==> config.mk <==
export PLATFORM = sky130hd
export DESIGN_NAME = uart_tx_scheduler
export DESIGN_NICKNAME = d
export VERILOG_FILES = /design/src/rtl/uart_tx_scheduler.sv
export SDC_FILE = /design/constraint.sdc
export NUM_CORES = 1
export LEC_CHECK = 0
export BUFFER_PORTS_ARGS = -buffer_cell sky130_fd_sc_hd__buf_2
export CORE_MARGIN = 2
export CORE_UTILIZATION = 30
export CTS_CLUSTER_DIAMETER = 60
export DETAILED_ROUTE_END_ITERATION = 12
export SLEW_MARGIN = 10
export SYNTH_ARGS = -nofsm -noshare
export SYNTH_HDL_FRONTEND = slang
export SYNTH_SLANG_ARGS = --single-unit
==> constraint.sdc <==
create_clock -name clock -period 3.3 [get_ports clock]
set_input_delay 0.165 -clock clock [delete_from_list [all_inputs] [get_ports clock]]
set_output_delay 0.165 -clock clock [all_outputs]
set_load 0.03 [all_outputs]
==> src/rtl/uart_tx_scheduler.sv <==
// uart_tx_scheduler
//   Shares one UartTx transmitter between the core MMIO send path and the
//   boot/DMA echo path. Core bytes are queued in a small FIFO so the core
//   never stalls. DMA bytes use a req/ack handshake. Each byte is sequenced
//   through a start pulse and the transmitter's busy rise/fall.
//
// Ports
//   clock, reset    : rising-edge clock, asynchronous active-high reset
//   core_we/data    : core MMIO send strobe and byte (one byte per cycle)
//   dma_req/data    : DMA request, held with stable data until dma_ack
//   dma_ack         : one-cycle pulse when the DMA byte is taken
//   overflow_clr    : clears the sticky overflow flag
//   tx_start/sdata  : start pulse and byte presented to UartTx
//   tx_busy         : UartTx busy flag
//   free_slots      : FIFO_DEPTH - occupancy, zero-extended (MMIO read value)
//   overflow        : sticky flag, set when a core byte is dropped
module uart_tx_scheduler #(
  parameter int FIFO_DEPTH   = 16,
  parameter int BUSY_TIMEOUT = 4
) (
  input  logic        clock,
  input  logic        reset,
  input  logic        core_we,
  input  logic [7:0]  core_data,
  input  logic        dma_req,
  input  logic [7:0]  dma_data,
  output logic        dma_ack,
  input  logic        overflow_clr,
  output logic        tx_start,
  output logic [7:0]  sdata,
  input  logic        tx_busy,
  output logic [31:0] free_slots,
  output logic        overflow
);

  localparam int AW = $clog2(FIFO_DEPTH);
  localparam int TW = (BUSY_TIMEOUT > 1) ? $clog2(BUSY_TIMEOUT) : 1;
  localparam logic [AW:0]   DEPTH        = (AW+1)'(FIFO_DEPTH);
  localparam logic [TW-1:0] TIMEOUT_LAST = TW'(BUSY_TIMEOUT - 1);

  typedef enum logic [1:0] {IDLE, LAUNCH, WAIT_HI, WAIT_LO} state_t;
  typedef enum logic {GRANT_FIFO = 1'b0, GRANT_DMA = 1'b1} grant_t;

  state_t        state;
  grant_t        last_grant;
  logic [TW-1:0] tout;

  logic [7:0]    mem [FIFO_DEPTH];
  logic [AW-1:0] rd_ptr;
  logic [AW-1:0] wr_ptr;
  logic [AW:0]   count;
  logic [AW:0]   count_next;

  logic fifo_empty;
  logic fifo_full;
  logic push;
  logic pop;
  logic grant_any;
  logic grant_dma;
  logic grant_fifo;

  // Request decode and round-robin arbitration. On a tie the requester that
  // was not granted last wins; the FIFO is granted only when DMA is not.
  always_comb begin
    fifo_empty = (count == '0);
    fifo_full  = (count == DEPTH);
    push       = core_we && !fifo_full;
    grant_any  = (state == IDLE) && !tx_busy && (!fifo_empty || dma_req);
    grant_dma  = grant_any && dma_req && (fifo_empty || last_grant == GRANT_FIFO);
    grant_fifo = grant_any && !grant_dma;
    pop        = grant_fifo;
  end

  // Occupancy only changes when exactly one of push/pop happens.
  always_comb begin
    count_next = count;
    if (push && !pop)
      count_next = count + (AW+1)'(1);
    else if (!push && pop)
      count_next = count - (AW+1)'(1);
  end

  // FIFO storage has no reset: reset discards contents by clearing pointers.
  always_ff @(posedge clock) begin
    if (push)
      mem[wr_ptr] <= core_data;
  end

  // Pointers, occupancy and the sticky overflow flag. A drop in the same
  // cycle as overflow_clr leaves the flag set.
  always_ff @(posedge clock or posedge reset) begin
    if (reset) begin
      rd_ptr   <= '0;
      wr_ptr   <= '0;
      count    <= '0;
      overflow <= 1'b0;
    end else begin
      if (push)
        wr_ptr <= wr_ptr + AW'(1);
      if (pop)
        rd_ptr <= rd_ptr + AW'(1);
      count <= count_next;
      if (core_we && fifo_full)
        overflow <= 1'b1;
      else if (overflow_clr)
        overflow <= 1'b0;
    end
  end

  // Transmit sequencer. tx_start and dma_ack are registered on the grant so
  // they are high for exactly the LAUNCH cycle. WAIT_HI gives up after
  // BUSY_TIMEOUT cycles in case the transmitter never shows busy.
  always_ff @(posedge clock or posedge reset) begin
    if (reset) begin
      state      <= IDLE;
      tout       <= '0;
      tx_start   <= 1'b0;
      dma_ack    <= 1'b0;
      sdata      <= 8'h00;
      last_grant <= GRANT_FIFO;
    end else begin
      tx_start <= 1'b0;
      dma_ack  <= 1'b0;
      case (state)
        IDLE: begin
          if (grant_dma) begin
            sdata      <= dma_data;
            dma_ack    <= 1'b1;
            tx_start   <= 1'b1;
            last_grant <= GRANT_DMA;
            state      <= LAUNCH;
          end else if (grant_fifo) begin
            sdata      <= mem[rd_ptr];
            tx_start   <= 1'b1;
            last_grant <= GRANT_FIFO;
            state      <= LAUNCH;
          end
        end
        LAUNCH: begin
          tout  <= '0;
          state <= WAIT_HI;
        end
        WAIT_HI: begin
          if (tx_busy)
            state <= WAIT_LO;
          else if (tout == TIMEOUT_LAST)
            state <= IDLE;
          else
            tout <= tout + TW'(1);
        end
        WAIT_LO: begin
          if (!tx_busy)
            state <= IDLE;
        end
        default: state <= IDLE;
      endcase
    end
  end

  assign free_slots = 32'(DEPTH - count);

endmodule

==> metrics.txt <==
outcome=complete, no violations; cell family with the largest share of critical-path delay=adder cells; slew margin rel.=between 40% and 50%; area delta synth->final=18.3%; fin crit share=roughly 88%; Post-Syn Area=approximately 0.0067 mm^2; # hold bufs at CTS=7; Post-synth ARST share=~18%; Power Density=~940 mW/mm^2; DRT iter0 DRCs=roughly 260; share of layout cells above drive strength 1=32.2%; area share of the largest cell type after synthesis=a little under three fifths; H-tree levels=4; largest net degree at the start of global routing=29; Critical Path Source Type=flip-flop; Slew @ Worst Pin=0.895 ns; CTS tree=built; RSZ-0062 raised after global routing=false; Worst-path clk slew=about 0.060 ns; Post CTS Setup Buffer Count=0; mux share of post-synthesis cell area=about 12%; worst path bufs/invs=3; Die H=between 150 and 200 um; Syn Area/Cell=16.6 um^2; Post-synth EDFFs=between 100 and 150; Final Cell Area=~0.0079 mm^2; cell taking the most area after synthesis=edfxtp_1; Slew Viols, Final=0; CP Max Fanout=5; Synth Area in Simple Gates=between 4 and 5%; Worst Path Required=about 3.6 ns; max frequency=0.345 GHz; YS warnings=0; detailed-route wire length=around 13 mm; xor/xnor cell area share of the yosys netlist=about 1.7%; nets@finish=just over 500; overall routing resource usage=11.9%; Final HPWL DP=9.04 mm; first-pass GRT wire length=about 21 mm; Antenna Nets Post-Route=0; CP Cell Sequence=inv_1 > ha_1 > nor3b_1 > ha_1 > nor3_4 > inv_1 > ha_1 > inv_1 > fa_1 > a21o_1 > a21oi_1 > xnor2_1 > nor2_1 > xnor2_1; CP peak stage delay=0.43 ns; Avg WL per Cell=roughly 17 um; I/O Buffers=64; via/cell ratio=4.71; Synth cell types=42; Initial Utilization=a little over 30%; final setup fails=0; Pleak=between 2 and 3 nW; Worst Path Arrival=roughly 3.2 ns; main combinational cell family by area after synthesis=multiplexers; commonest cells in the netlist=edfxtp_1, buf_4, mux4_2; Tmin final=roughly 2.9 ns; Synth Area in Compound Gates=under 10%; antenna cell count=0; worst-skew pair later-pin latency=0.42 ns; CP max stage cell=dfrtp_1; Post-route DRC=0; DR vias=approximately 3600; Die ar.=0.0235 mm^2; # resized after CTS=0; core region area=between 0.02 and 0.025 mm^2; Synth Area in Adders=2.73%; Worst Clk Skew=0.00857 ns; GPL Wtd Cong=between 0.7 and 0.8; Crit Path Class=flip-flop to flip-flop; standard-cell rows=54; Peak VDD IR=513 uV; Most used DFF post-synth=edfxtp_1; Max clock buf depth=2; Seq cells post-synth=157; sequential cell area fraction in the yosys report=just under 70%; Setup TNS Final=0 ns; MaxCap Viol Count=0; I/O Pins=65; TritonCTS buffer count=17; Critical Path Sink Type=flip-flop; synthesized instance count=a little over 400; Detailed Routing Iterations Pass 1=5; Hold Crit Class=input pin to flip-flop; grt total ovfl=0; initial antenna violation count=0; clock root buffer=clkbuf_16; Hold Vio Cnt, Final=0; Placed Area=approximately 0.0072 mm^2; clock sinks=between 150 and 200; Synth Net Count=440; cell with the most instances after synthesis=edfxtp_1; vias in the first global route=around 3700; Die Span X=about 150 um; top cells by area, synth=edfxtp_1, dfrtp_1, mux4_2
==> metrics by stage <==
stage                     power [mW]  setup slack [ns]  cells  hold WS [ns]  util [%]
final                           7.45             0.398    764        0.0218      36.3
after global routing            7.86            0.0531    764        0.0357      36.3
after CTS                       7.54             0.351    764       0.00450      36.3
after detailed placement        5.51             0.376    725         0.251      33.2
after global placement          5.45             0.428    725         0.239      33.2
after floorplan                 5.05             0.435    404         0.243         -
==> report_power, final <==
group	switching, mW	internal (mW)
clock network	0.735	1.26
registers	0.376	2.46
logic	1.57	1.05
==> state kept, by name, summed over array words and instances, names as in the netlist <==
name,flops
rd_ptr,4
count,5
dma_ack,1
state,2
mem,128
tx_start,1
last_grant,1
tout,2
sdata,8
overflow,1
wr_ptr,4
==> worst paths after layout <==
| kind | from | to | slack (ns) | cells past startpoint |
|---|---|---|---|---|
| min | dma_data[2] | sdata[2] | 0.02 | 3 |
| max reg2reg | count[1] | count[4] | 0.40 | 14 |
| min in group asynchronous | reset | rd_ptr[3] | 0.34 | 3 |
| max | count[1] | count[4] | 0.40 | 14 |
| max in group asynchronous | reset | wr_ptr[2] | 2.29 | 4 |
| min reg2reg | tout[1] | tout[1] | 0.54 | 1 |
==> cells in the final DEF (no fill, tap or decap), types with 3 or more instances in the layout <==
cell	n
o211ai_1	4
mux2i_1	13
clkbuf_16	17
buf_2	64
dlygate4sd3_1	7
mux4_2	30
nand2_1	25
o21ai_0	8
buf_4	23
ha_1	13
dfrtp_1	28
nand2b_1	3
bufinv_16	4
clkbuf_1	3
nor3_1	10
inv_1	18
a21o_1	8
clkinv_2	5
a22oi_1	6
nor2_1	17
edfxtp_1	128
xnor2_1	11
a21oi_1	4
==> per-layer routing <==
layer	vias up	track usage, %	wire length (um)
met4	0	3.44	63
met1	1823	16.3	6150
li1	1640	-	-
met2	128	18.4	6100
met3	7	3.80	978
met5	-	0	0
==> layout make-up <==
class | instances | area [um^2]
well taps | 280 | 350
inverters | 19 | 71.3
flip-flops and latches | 157 | 4570
clock inverters | 12 | 169
repair buffers | 94 | 563
multi-input cells | 182 | 1750
clock buffers | 20 | 437
fillers | 2010 | 13900
==> worst min-delay path, delay by kind of cell <==
kind                   cells  cell delay [ns]
AOI/OAI and AO/OA          2             0.15
buffers and inverters      1             0.09
==> logic make-up (layout without fill, tap and decap cells) <==
family	Yosys count	after routing
buf+inv	65	145
flops	157	157
xor+xnor	13	13
fa+ha+maj	14	14
compound gates	42	42
mux	45	45
simple gates	68	68
Note: power is estimated with default switching activity, not from simulation.
